`config.mk`:
```
export PLATFORM = sky130hd
export DESIGN_NAME = alu_mul_seq_flat
export DESIGN_NICKNAME = d
export VERILOG_FILES = /design/src/rtl/alu_mul_seq_if.sv /design/src/rtl/alu_mul_seq.sv /design/src/flat_wrapper.sv
export SDC_FILE = /design/constraint.sdc
export NUM_CORES = 1
export LEC_CHECK = 0
export BUFFER_PORTS_ARGS = -buffer_cell sky130_fd_sc_hd__buf_4
export CAP_MARGIN = 20
export CELL_PAD_IN_SITES_DETAIL_PLACEMENT = 0
export CELL_PAD_IN_SITES_GLOBAL_PLACEMENT = 1
export CORE_MARGIN = 2
export CORE_UTILIZATION = 37
export CTS_CLUSTER_SIZE = 28
export DETAILED_ROUTE_END_ITERATION = 12
export PLACE_DENSITY = 0.71
export SYNTH_ARGS = -nofsm -noshare
export SYNTH_HDL_FRONTEND = slang
export SYNTH_SLANG_ARGS = --single-unit
```
`constraint.sdc`:
```
create_clock -name clk -period 9.21 [get_ports clk]
set_input_delay 0.921 -clock clk [delete_from_list [all_inputs] [get_ports clk]]
set_output_delay 0.921 -clock clk [all_outputs]
set_load 0.1 [all_outputs]
```
`src/rtl/alu_mul_seq_if.sv`:
```
// Handshake bundle for the sequential 16x16 multiplier: operand request side and product response side.
// The optional zero-operand bypass (ALU_MUL_ZERO_BYPASS_EN) does not change this interface.
interface alu_mul_seq_if;
  localparam int unsigned OP_W   = 16;
  localparam int unsigned PROD_W = 32;

  logic              in_valid;
  logic              in_ready;
  logic [OP_W-1:0]   in_a;
  logic [OP_W-1:0]   in_b;
  logic              out_valid;
  logic              out_ready;
  logic [PROD_W-1:0] out_prod;
  logic              busy;

  modport master (
    output in_valid, in_a, in_b, out_ready,
    input  in_ready, out_valid, out_prod, busy
  );

  modport slave (
    input  in_valid, in_a, in_b, out_ready,
    output in_ready, out_valid, out_prod, busy
  );
endinterface

```
`src/rtl/alu_mul_seq.sv`:
```
// Sequential 16x16 unsigned shift-and-add multiplier wrapped around a 16-bit ripple-carry adder.
// Build option ALU_MUL_ZERO_BYPASS_EN: a zero operand skips the iterations and returns 0 straight away.
module alu_mul_seq #(
  parameter int unsigned WIDTH = 16,
  parameter int unsigned CNT_W = 5
) (
  input  logic         clk,
  input  logic         rst_n,
  alu_mul_seq_if.slave bus
);
  localparam int unsigned PROD_W = 2 * WIDTH;

  if (WIDTH != 16) begin : g_width_chk
    $error("alu_mul_seq: WIDTH must be 16 to match the adder");
  end
  if ((WIDTH >> CNT_W) != 0) begin : g_cnt_chk
    $error("alu_mul_seq: CNT_W too narrow to hold WIDTH");
  end

  typedef enum logic [1:0] {S_IDLE, S_CALC, S_DONE} state_t;

  state_t              r_state;
  state_t              w_state_nxt;
  logic [WIDTH-1:0]    r_acc;
  logic [WIDTH-1:0]    r_mq;
  logic [WIDTH-1:0]    r_mcand;
  logic [CNT_W-1:0]    r_cnt;
  logic [PROD_W-1:0]   r_prod;
  logic                r_in_ready;
  logic                r_out_valid;
  logic                r_busy;

  logic [WIDTH-1:0]    w_add_b;
  logic [WIDTH-1:0]    w_sum;
  logic                w_carry;
  logic                w_accept;
  logic                w_last;
  logic                w_zero;

  assign w_accept = bus.in_valid & r_in_ready;
  assign w_last   = (r_cnt == CNT_W'(WIDTH - 1));

`ifdef ALU_MUL_ZERO_BYPASS_EN
  assign w_zero = (bus.in_a == '0) | (bus.in_b == '0);
`else
  assign w_zero = 1'b0;
`endif

  // Ripple-carry adder: acc + (mq[0] ? mcand : 0), used combinationally every CALC cycle
  always_comb begin
    logic c;
    w_add_b = r_mq[0] ? r_mcand : '0;
    w_sum   = '0;
    c       = 1'b0;
    for (int i = 0; i < int'(WIDTH); i++) begin
      w_sum[i] = r_acc[i] ^ w_add_b[i] ^ c;
      c        = (r_acc[i] & w_add_b[i]) | (c & (r_acc[i] ^ w_add_b[i]));
    end
    w_carry = c;
  end

  // State register plus registered status flags decoded from the next state
  always_ff @(posedge clk) begin
    if (!rst_n) begin
      r_state     <= S_IDLE;
      r_in_ready  <= 1'b1;
      r_out_valid <= 1'b0;
      r_busy      <= 1'b0;
    end else begin
      r_state     <= w_state_nxt;
      r_in_ready  <= (w_state_nxt == S_IDLE);
      r_out_valid <= (w_state_nxt == S_DONE);
      r_busy      <= (w_state_nxt == S_CALC);
    end
  end

  always_comb begin
    w_state_nxt = r_state;
    case (r_state)
      S_IDLE:  if (w_accept) w_state_nxt = w_zero ? S_DONE : S_CALC;
      S_CALC:  if (w_last) w_state_nxt = S_DONE;
      S_DONE:  if (bus.out_ready) w_state_nxt = S_IDLE;
      default: w_state_nxt = S_IDLE;
    endcase
  end

  // Datapath: {acc,mq} shifts right through the adder carry once per CALC cycle
  always_ff @(posedge clk) begin
    if (!rst_n) begin
      r_acc   <= '0;
      r_mq    <= '0;
      r_mcand <= '0;
      r_cnt   <= '0;
      r_prod  <= '0;
    end else begin
      case (r_state)
        S_IDLE: begin
          if (w_accept) begin
            r_mcand <= bus.in_a;
            r_mq    <= bus.in_b;
            r_acc   <= '0;
            r_cnt   <= '0;
            if (w_zero) r_prod <= '0;
          end
        end
        S_CALC: begin
          r_acc <= {w_carry, w_sum[WIDTH-1:1]};
          r_mq  <= {w_sum[0], r_mq[WIDTH-1:1]};
          r_cnt <= r_cnt + CNT_W'(1);
          if (w_last) r_prod <= {w_carry, w_sum, r_mq[WIDTH-1:1]};
        end
        default: ;
      endcase
    end
  end

  assign bus.in_ready  = r_in_ready;
  assign bus.out_valid = r_out_valid;
  assign bus.out_prod  = r_prod;
  assign bus.busy      = r_busy;
endmodule

```
`src/flat_wrapper.sv`:
```
// flat-port wrapper written by rule: the top's interface ports become plain ports
module alu_mul_seq_flat 
#(
  parameter int unsigned WIDTH = 16,
  parameter int unsigned CNT_W = 5
)
  (clk, rst_n, bus_in_valid, bus_in_a, bus_in_b, bus_out_ready, bus_in_ready, bus_out_valid, bus_out_prod, bus_busy);
  alu_mul_seq_if bus_i ();
  input  logic clk;
  input  logic rst_n;
  input wire logic [$bits(bus_i.in_valid)-1:0] bus_in_valid;
  input wire logic [$bits(bus_i.in_a)-1:0] bus_in_a;
  input wire logic [$bits(bus_i.in_b)-1:0] bus_in_b;
  input wire logic [$bits(bus_i.out_ready)-1:0] bus_out_ready;
  output wire logic [$bits(bus_i.in_ready)-1:0] bus_in_ready;
  output wire logic [$bits(bus_i.out_valid)-1:0] bus_out_valid;
  output wire logic [$bits(bus_i.out_prod)-1:0] bus_out_prod;
  output wire logic [$bits(bus_i.busy)-1:0] bus_busy;
  assign bus_i.in_valid = bus_in_valid;
  assign bus_i.in_a = bus_in_a;
  assign bus_i.in_b = bus_in_b;
  assign bus_i.out_ready = bus_out_ready;
  assign bus_in_ready = bus_i.in_ready;
  assign bus_out_valid = bus_i.out_valid;
  assign bus_out_prod = bus_i.out_prod;
  assign bus_busy = bus_i.busy;
  alu_mul_seq #(.WIDTH(WIDTH), .CNT_W(CNT_W)) u_core (.clk(clk), .rst_n(rst_n), .bus(bus_i));
endmodule
```
Yosys cells after proc, flatten, opt, wreduce, memory -nomap -nowiden

Index checks and enable logic that the tools add are counted.

Bits in registers: 90
Logic and storage cells: 111
Bits of input ports: 36
Output and inout port bits: 35

Equality and inequality tests: 6
Mux-type cells: 11
Bitwise logic cells: 78
Reductions and logical operators: 6
$add $sub $neg: 1

Operators with widths:

| cell                                           | count |
|---|---|
| case mux 16 bit (2 select lines)               | 2 |
| 2-to-1 mux 16 bit                              | 3 |
| AND 1 bit                                      | 32 |
| bitwise XOR 1 bit                              | 31 |
| OR 1 bit                                       | 15 |
| case mux 5 bit (2 select lines)                | 1 |
| 2-to-1 mux 2 bit                               | 3 |
| case mux 2 bit (3 select lines)                | 1 |
| AND reduction 2 bit                            | 3 |
| adder 5 x 1 -> 5 bit (second input constant)   | 1 |
| == test 5 x 4 -> 1 bit (second input constant) | 1 |
| 2-to-1 mux 5 bit                               | 1 |
| == test 2 x 1 -> 1 bit (second input constant) | 2 |
| == test 2 bit (second input constant)          | 2 |
| zero test 2 bit                                | 2 |
| != test 2 x 1 -> 1 bit (second input constant) | 1 |
| nonzero test 2 bit                             | 1 |

Longest topological paths before layout

Gate-level depths: netlist of run 1.

Word-level depth: 33
Gate-level depth with buffers: 20
Mapped depth without buffers: 19

Worst setup path before layout of run 1

OpenSTA, ideal clock, no wires.

Kind: register to register
Start point: register u_core.r_mq[0]
End point: register u_core.r_prod[30], in the netlist u_core.bus.out_prod[30]
Stages on the path, launching flop included: 20
Setup slack: 1.682 ns
Data required time: 9.124 ns
Data arrival time: 7.442 ns
Clock period less this slack: 7.528 ns
Setup time: 0.086 ns
Buffers on the path: 2
Cell sequence: dfxtp_1 > clkbuf_1 > clkbuf_1 > nand2_1 > fa_1 > fa_1 > fa_1 > fa_1 > fa_1 > fa_1 > fa_1 > fa_1 > fa_1 > fa_1 > fa_1 > fa_1 > fa_1 > fa_1 > fa_1 > a211oi_1

Word-level cells in the longest chain between the ends: 31
Elaborated cells between the ends (all ways): 60
Those cells by class: mux (1); bitwise (59)

RTL lines:

| item                                                  | RTL line           | source |
|---|---|---|
| start, declared                                       | alu_mul_seq.sv:25  | `logic [WIDTH-1:0] r_mq;` |
| start signal, assigned                                | alu_mul_seq.sv:100 | `r_mq <= bus.in_b;` |
| start signal, assigned                                | alu_mul_seq.sv:108 | `r_mq <= {w_sum[0], r_mq[WIDTH-1:1]};` |
| 2-to-1 mux 16 bit (*)                                 | alu_mul_seq.sv:52  | `w_add_b = r_mq[0] ? r_mcand : '0;` |
| AND 1 bit / bitwise XOR 1 bit (equally long branches) | alu_mul_seq.sv:57  | `c = (r_acc[i] & w_add_b[i]) \| (c & (r_acc[i] ^ w_add_b[i]));` |
| AND 1 bit                                             | alu_mul_seq.sv:57  |  |
| OR 1 bit                                              | alu_mul_seq.sv:57  |  |
| AND 1 bit                                             | alu_mul_seq.sv:57  |  |
| OR 1 bit                                              | alu_mul_seq.sv:57  |  |
| AND 1 bit                                             | alu_mul_seq.sv:57  |  |
| OR 1 bit                                              | alu_mul_seq.sv:57  |  |
| [15 not listed]                                       | --                 |  |
| OR 1 bit                                              | alu_mul_seq.sv:57  |  |
| AND 1 bit                                             | alu_mul_seq.sv:57  |  |
| OR 1 bit                                              | alu_mul_seq.sv:57  |  |
| AND 1 bit                                             | alu_mul_seq.sv:57  |  |
| OR 1 bit                                              | alu_mul_seq.sv:57  |  |
| AND 1 bit                                             | alu_mul_seq.sv:57  |  |
| OR 1 bit                                              | alu_mul_seq.sv:57  |  |
| bitwise XOR 1 bit (*)                                 | alu_mul_seq.sv:56  | `w_sum[i] = r_acc[i] ^ w_add_b[i] ^ c;` |
| end signal, assigned                                  | alu_mul_seq.sv:110 | `if (w_last) r_prod <= {w_carry, w_sum, r_mq[WIDTH-1:1]};` |
| end, declared                                         | alu_mul_seq.sv:28  | `logic [PROD_W-1:0] r_prod;` |

Every way passes the cells marked *; elsewhere a longest branch is shown, timed or not.
A chain may end at the register's enable or synchronous reset.

Final worst setup path of run 1

Same ends and word-level chain as after synthesis.

==> metrics.txt, run 1 <==
status finished, final reports clean; Critical Path Source u_core.r_mq[0]; Synth Warn # 0; Cell Pwr Density 174 nW/um^2; row count 36; # port buffers 70; Reg2Reg Capture Point u_core.bus.out_prod[30]; setup violators final 0; Tightest Pin Transition around 1.0 ns; DR iter-0 viols 110; Post-Syn Area 3780 um^2; syn_area_per_cell 9.16 um^2; fin cells 602; Synth Register Bits 90; Final WS setup 1.77 ns; Worst EP required 9.48 ns; Design Area, Final 4550 um^2; ys flop type dfxtp_1; final net count slightly above 500; DRT Wirelength between 8000 and 9000 um; setup tns final 0 ns; maximum VDD drop 70.5 uV; Ant. Diodes 0; vias in the first global route approximately 3,000; CP arrival 7.71 ns; clock latency on the worst-skew pair ~0.36 ns; FMAX 134 MHz; DR DRC count 0; vias post-DR 2,987; Worst setup SP type flop; kind of critical path flop to flop; CP endpoint kind flop; Die H 105 um; CTS max path bufs 2; number of synthesized flops with an enable pin 0; Synth cell types 38; GRT Util Overall 17.0%; DP Area ~4300 um^2; Post-Synthesis Cells 413; # clock sinks 90; worst r2r path cells 18; Routed wire per std cell 14.8 um; pre-CTS setup slack 1.71 ns; core area 9860 um^2; CTS tree done; Die Width 105 um; Worst Skew roughly 0.013 ns; CTS root buf clkbuf_8; initial antenna violation count 0; post-DR vias/cell between 4 and 5; CTS H-tree lvls 3; CP max FO 16; FILL cells 990; async set or reset register ratio after synthesis 0%; Leakage between 1.5 and 2 nW; Area Overhead vs Synth 20.1%; Slew HR 30.7%; Die Area ~11,000 um^2; Max-Cap Viols 0; first-pass GRT wire length around 15,000 um; placed wire-length estimate about 6000 um; Setup crit end u_core.bus.out_prod[30]; reg2reg start u_core.r_mq[0]; Post-CTS Hold Buffers 0; post-CTS setup buffers 0; placed cell count slightly below 600; clock-pin slew on the worst setup and hold paths approximately 0.09 ns; largest net degree at the start of global routing 51; Initial Util a little under two fifths; post-synthesis sequential area ratio 47.6%; Antenna Nets Post-Route 0; min Tclk post-route 7.44 ns; fin. max-slew vios 0; I/O pin count 71; Placer Congestion 0.728; Hold Vio Cnt, Final 0; crit share post-route 80.8%; worst hold-check path type flop to flop; DRT Pass-1 Iters 4; overflow left after global routing 0; syn_nets 467; RSZ-0062 raised after global routing false; post-cts sizing count 0; register-to-register setup slack 1.77 ns; layout cells sized above 1 22.2%; CTS Buf Count 9
-- critical path, stage by stage, from the launching register on --
cell      delay [ns]
dfxtp_1         0.33
buf_4           0.21
nand2_1         0.11
fa_1            0.45
fa_1            0.43
fa_1            0.42
fa_1            0.43
fa_1            0.44
fa_1            0.43
fa_1            0.42
fa_1            0.42
fa_1            0.42
fa_1            0.43
fa_1            0.42
fa_1            0.43
fa_1            0.42
fa_1            0.43
fa_1            0.49
a211oi_1        0.21
-- power by group --
group / internal [mW] / switching [mW]
clock: 0.136 / 0.148
sequential: 0.405 / 0.0119
combinational: 0.0341 / 0.0566
total: 0.575 / 0.216
-- kinds of logic after synthesis --
group | after synthesis | synth area share (%)
buffers and inverters | 52 | 6.58
xor gates and xnor gates | 1 | 0.232
adders and majority gates | 18 | 8.93
AOI/OAI and AO/OA | 109 | 21.2
and+or+nand+nor | 143 | 15.4
DFF | 90 | 47.6
-- cell usage in the layout, fill, tap and decap left out, types with 2 or more instances in the layout --
master / n
nand2_1: 112
dfxtp_1: 90
buf_4: 73
a21oi_1: 50
o2bb2ai_1: 18
nor2_1: 18
inv_1: 17
a211oi_1: 16
fa_1: 15
clkbuf_8: 10
a311oi_2: 9
a311oi_1: 8
o21a_1: 3
ha_1: 3
inv_6: 3
nand3b_1: 2
inv_2: 2
clkinvlp_4: 2
-- cell usage after synthesis, drive strengths merged (2+ instances only) --
library cell	count	area share, %
a211oi	16	3.2
a21oi	51	7.0
a311oi	17	5.4
and2	2	0.40
buf	21	3.5
clkbuf	12	1.2
dfxtp	90	48
fa	15	7.9
ha	3	0.99
inv	18	1.8
nand2	112	11
nand3b	2	0.40
nor2	18	1.8
o21a	3	0.60
o2bb2ai	18	4.2
-- final cells by class --
class | count | area [um^2] | share of cell area (%)
Clock buffer | 10 | 138 | 3.03
Clock inverter | 6 | 71.3 | 1.57
Inverter | 19 | 71.3 | 1.57
Multi-Input combinational cell | 271 | 1750 | 38.5
Sequential cell | 90 | 1800 | 39.6
Tap cell | 133 | 166 | 3.66
Timing Repair Buffer | 73 | 548 | 12.1
-- per-layer routing --
layer  vias up  wire length, um  track usage (%)
li1       1497                -                -
met1      1434             4450             23.7
met2        50             4090             26.1
met3         6              262             3.56
met4         0              104             6.10
met5         -                0                0
-- flip-flops by register name (all words and copies together) (netlist names) --
register,flops
u_core.bus.busy,1
u_core.bus.in_ready,1
u_core.bus.out_prod,32
u_core.bus.out_valid,1
u_core.r_acc,16
u_core.r_cnt,5
u_core.r_mcand,16
u_core.r_mq,16
u_core.r_state,2
-- per-stage QoR --
step	utilization [%]	total power, mW	hold slack, ns
3_5_place_dp	44.0	0.518	0.446
3_3_place_gp	44.0	0.517	0.441
4_1_cts	46.1	0.798	0.463
5_1_grt	46.1	0.825	0.481
6_report	46.1	0.791	0.460
2_1_floorplan	-	0.491	0.432
-- worst min path at each step --
stage | startpoint | to | slack [ns] | depth (start not counted)
after CTS | u_core.r_mcand[14] | u_core.r_mcand[14] | 0.46 | 2
final | u_core.r_mcand[14] | u_core.r_mcand[14] | 0.46 | 2
after floorplan | u_core.r_mcand[0] | u_core.r_mcand[0] | 0.43 | 2
after global placement | u_core.r_mcand[0] | u_core.r_mcand[0] | 0.44 | 2
after global routing | u_core.bus.out_prod[12] | u_core.bus.out_prod[12] | 0.48 | 2
after detailed placement | u_core.r_acc[9] | u_core.r_acc[9] | 0.45 | 1
Power figures use the tool's default switching activity.
==> run 2: changes to the inputs <==
clock period = 7.55 ns   (was 9.21 ns; I/O delays follow)
==> metrics.txt, run 2 (synthesis gave the netlist of run 1 again) <==
I/O pin count between 70 and 80; most common cell after layout, fill and taps aside nand2_1; fin. max-slew vios 0; Routed wire per std cell 14.7 um; CP max FO 3; DRT Pass-1 Iters 4; vias in the first global route just under 3,000; Placer Congestion 0.747; Slew HR 39.6%; Comb power frac 11.8%; Die Width 105 um; RSZ-0062 raised after global routing false; Initial Util 38.4%; placed wire-length estimate approximately 6000 um; post-cts sizing count 0; Worst Skew 0.0128 ns; busiest layer in global routing met2; Area Overhead vs Synth 20.3%; CTS tree done; min Tclk post-route around 7.2 ns; CP arrival 7.43 ns; post-CTS setup buffers 0; Internal 0.690 mW; crit share post-route 95.6%; pre-CTS setup slack 0.0634 ns; Net Sw Frac between 20% and 30%; largest net degree at the start of global routing 56; FMAX 138 MHz; worst r2r path cells 19; row count 36; Antenna Nets Post-Route 0; maximum VDD drop between 70 and 80 uV; Tightest Pin Transition approximately 0.9 ns; clock-pin slew on the worst setup and hold paths ~0.09 ns; first-pass GRT wire length 14,900 um; Worst Hold Endpoint u_core.r_mcand[1]; Die H 105 um; Psw 0.258 mW; initial antenna violation count 0; max FFs per register 32; worst hold-check path type flop to flop; GRT Util Overall 16.8%; # port buffers 70; Post-CTS Hold Buffers 0; reg2reg start u_core.r_mq[0]; CTS Buf Count 9; hold path cells 2; Worst setup SP type flop; CTS max path bufs 2; clock latency on the worst-skew pair 0.35 ns; setup violators final 0; CP endpoint kind flop; most frequent cells in the layout nand2_1, dfxtp_1, buf_4; Die Area ~11,000 um^2; GRT met1 Usage between 20% and 30%; Tot Pwr between 0.9 and 1 mW; post-DR vias/cell 4.99; clock power share roughly 35%; CTS H-tree lvls 3; Reg2Reg Capture Point u_core.bus.out_prod[30]; kind of critical path flop to flop; core area 9860 um^2; DR iter-0 viols 106; met3 Usage GRT 3.12%; Cell Pwr Density 208 nW/um^2; met2 usage 25.4%; status finished, final reports clean; overflow left after global routing 0; setup tns final 0 ns; Leakage 1.57 nW; Hold WS 0.460 ns; vias post-DR 3,011; register-to-register setup slack between 0.3 and 0.4 ns; Worst EP required 7.76 ns; DRT Wirelength 8870 um; DR DRC count 0; Ant. Diodes 0; Hold Vio Cnt, Final 0; CTS root buf clkbuf_8; sequential power share 53.6%; layout cells sized above 1 a little under a quarter; Max-Cap Viols 0; Hold Path Origin u_core.r_mcand[1]; final net count between 500 and 600; Final WS setup about 0.33 ns; # clock sinks 90
## run 2: critical path, stage by stage, from the launching register on
cell      delay [ns]
dfxtp_1         0.35
and2_1          0.13
ha_1            0.14
inv_1           0.05
fa_1            0.42
fa_2            0.39
fa_1            0.43
fa_1            0.43
fa_2            0.38
fa_2            0.37
fa_1            0.42
fa_1            0.43
fa_1            0.42
fa_1            0.43
fa_1            0.43
fa_1            0.42
fa_1            0.43
fa_1            0.42
fa_1            0.54
a211oi_2        0.07
## run 2: worst max-delay path by stage
stage / startpoint / end / slack [ns]
floorplan: u_core.r_mq[0] / u_core.bus.out_prod[30] / 0.02
global placement: u_core.r_mq[0] / u_core.bus.out_prod[30] / 0.20
detailed placement: u_core.r_mq[0] / u_core.bus.out_prod[30] / 0.06
CTS: u_core.r_mq[0] / u_core.bus.out_prod[30] / 0.05
global route: u_core.r_mq[0] / u_core.bus.out_prod[30] / 0.02
finish: u_core.r_mq[0] / u_core.bus.out_prod[30] / 0.33
## run 2: routing by layer
| layer | routed length [um] | up-vias | part of all wire [%] |
|---|---|---|---|
| met4 | 122 | 0 | 1.4 |
| met1 | 4420 | 1442 | 50 |
| met5 | 0 | - | 0 |
| met3 | 287 | 9 | 3.2 |
| met2 | 4040 | 64 | 46 |
| li1 | - | 1496 | - |
## run 2: layout make-up
| class | count | area [um^2] |
|---|---|---|
| Clock buffer | 10 | 128 |
| Clock inverter | 6 | 67.6 |
| Fill cell | 999 | 5310 |
| Inverter | 19 | 71.3 |
| Multi-Input combinational cell | 271 | 1760 |
| Sequential cell | 90 | 1800 |
| Tap cell | 133 | 166 |
| Timing Repair Buffer | 74 | 556 |
## run 2: power by group through the flow
| stage | sequential, mW | combinational (mW) | clock [mW] |
|---|---|---|---|
| 2_1_floorplan | 0.522 | 0.0771 | 0 |
| 3_3_place_gp | 0.519 | 0.111 | 0 |
| 3_5_place_dp | 0.519 | 0.112 | 0 |
| 4_1_cts | 0.508 | 0.112 | 0.337 |
| 5_1_grt | 0.511 | 0.124 | 0.359 |
| 6_report | 0.508 | 0.112 | 0.328 |
## run 2: metrics by stage
stage | instance area [um^2] | utilization [%] | instances
3_3_place_gp | 4340 | 44.0 | 587
3_5_place_dp | 4340 | 44.0 | 587
6_report | 4550 | 46.1 | 603
5_1_grt | 4550 | 46.1 | 603
4_1_cts | 4540 | 46.0 | 603
2_1_floorplan | 3780 | - | 413
==> run 3: changes to the inputs <==
PLACE_DENSITY = 0.74   (was 0.71)
==> metrics.txt, run 3 (synthesis gave the netlist of run 1 again) <==
status finished, final reports clean; Leakage approximately 1.6 nW; Psw 0.257 mW; I/O pin count 71; Largest stage delay, worst path about 0.48 ns; initial antenna violation count 0; Design Area, Final 4580 um^2; overflow left after global routing 0; GRT Util Overall 16.4%; Hold WS between 0.4 and 0.5 ns; DR iter-0 viols 110; CP max FO 2; Placer Congestion approximately 0.76; Buffers & Inverters on Critical Path 1; Cell Pwr Density between 200 and 250 nW/um^2; Slew HR between 30% and 40%; pre-CTS setup slack 0.137 ns; Comb power frac 11.2%; Critical-path top delay cell fa_1; DRT Pass-1 Iters 4; CTS Buf Count 9; min Tclk post-route 7.20 ns; most frequent cells in the layout nand2_1, dfxtp_1, buf_4; sequential power share 51.3%; DRT Wirelength just under 9000 um; Routed wire per std cell 14.5 um; core area 9860 um^2; row count 36; setup tns final 0 ns; Worst setup SP type flop; layout cells sized above 1 between 20% and 30%; Tightest Pin Transition 1.03 ns; Worst EP required 7.83 ns; Tot Pwr 0.991 mW; Net Sw Frac 26.0%; clock-pin slew on the worst setup and hold paths 0.09 ns; clock latency on the worst-skew pair about 0.36 ns; post-CTS setup buffers 0; Hold Vio Cnt, Final 0; CP arrival 7.47 ns; Die Area 11,100 um^2; Final WS setup around 0.35 ns; # clock sinks 90; maximum VDD drop around 100 uV; fin. max-slew vios 0; Area Overhead vs Synth 21.0%; Max-Cap Viols 0; Internal 0.734 mW; vias post-DR 3,008; CTS tree done; final net count roughly 520; Initial Util 38.4%; placed wire-length estimate 5710 um; CP most frequent cell fa_1; Die H 105 um; # port buffers 70; CP endpoint kind flop; worst hold-check path type flop to flop; max FFs per register 32; kind of critical path flop to flop; crit share post-route 95.3%; setup violators final 0; CTS root buf clkbuf_8; vias in the first global route 2,950; largest net degree at the start of global routing 68; Ant. Diodes 0; most common cell after layout, fill and taps aside nand2_1; CTS H-tree lvls 3; Die Width between 100 and 150 um; Worst Skew 0.0139 ns; CTS max path bufs 2; DP Area 4340 um^2; Antenna Nets Post-Route 0; RSZ-0062 raised after global routing false; DR DRC count 0; Cell Chain, Critical Path and2_1, ha_1, inv_1, fa_1, fa_1, fa_1, fa_1, fa_1, fa_1, fa_1, fa_2, fa_2, fa_2, fa_1, fa_1, fa_1, fa_1, fa_1, a211oi_2; first-pass GRT wire length around 15,000 um; post-DR vias/cell 5.00; clock power share between 30% and 40%; FMAX ~140 MHz; crit-path leading delay family adder cells
[run 3: changes by cell type in the layout (fill, tap and decap cells not counted)]
cell        before  now
clkinvlp_4       5    1
clkbuf_8         9   10
inv_6            0    1
clkinv_4         0    1
bufinv_16        1    2
buf_4           74   72
buf_6            0    1
[run 3: worst reg2reg max path, cell delays in order, from the launching register on]
cell and delay, ns:
dfxtp_1 0.35, and2_1 0.13, ha_1 0.14, inv_1 0.05
fa_1 0.41, fa_1 0.43, fa_1 0.43, fa_1 0.42
fa_1 0.43, fa_1 0.42, fa_1 0.43, fa_2 0.38
fa_2 0.37, fa_2 0.37, fa_1 0.42, fa_1 0.42
fa_1 0.43, fa_1 0.41, fa_1 0.48, a211oi_2 0.19
[run 3: what timing repair did]
| item | CTS | global route |
|---|---|---|
| endpoints found under the setup margin | 0 | 4 |
| resized for setup | 0 | 5 |
| hold buffers | 0 | 0 |
[run 3: worst paths after layout]
path | slack (ns) | depth (start not counted) | to | from
setup / recovery | 0.35 | 19 | u_core.bus.out_prod[30] | u_core.r_mq[0]
hold / removal | 0.46 | 2 | u_core.bus.out_prod[7] | u_core.bus.out_prod[7]
setup reg to reg | 0.35 | 19 | u_core.bus.out_prod[30] | u_core.r_mq[0]
hold reg to reg | 0.46 | 2 | u_core.bus.out_prod[7] | u_core.bus.out_prod[7]
[run 3: cell type report]
type	count	area [um^2]
clock buffer	11	141
clock inverter	5	85.1
fill	975	5290
inverter	19	71.3
multi-input combinational	271	1760
sequential	90	1800
tap	133	166
timing repair buffer	73	552
[run 3: metrics by stage]
step                      utilization (%)  instances
after floorplan                         -        413
final                                46.4        602
after CTS                            46.3        602
after global routing                 46.4        602
after detailed placement             44.0        586
after global placement               44.0        586
[run 3: power groups by stage]
stage	Sequential [mW]	Combinational [mW]	Clock [mW]
after floorplan	0.522	0.0771	0
after global placement	0.518	0.110	0
after detailed placement	0.519	0.112	0
after CTS	0.508	0.112	0.380
after global routing	0.511	0.124	0.395
final	0.508	0.111	0.372
[run 3: routing by layer]
layer	GRT usage, %	share of wire (%)	up-vias
met2	25.7	47	62
met1	22.4	49	1444
met4	6.57	1.4	0
met5	0	0	-
met3	2.81	3.2	11
li1	-	-	1491
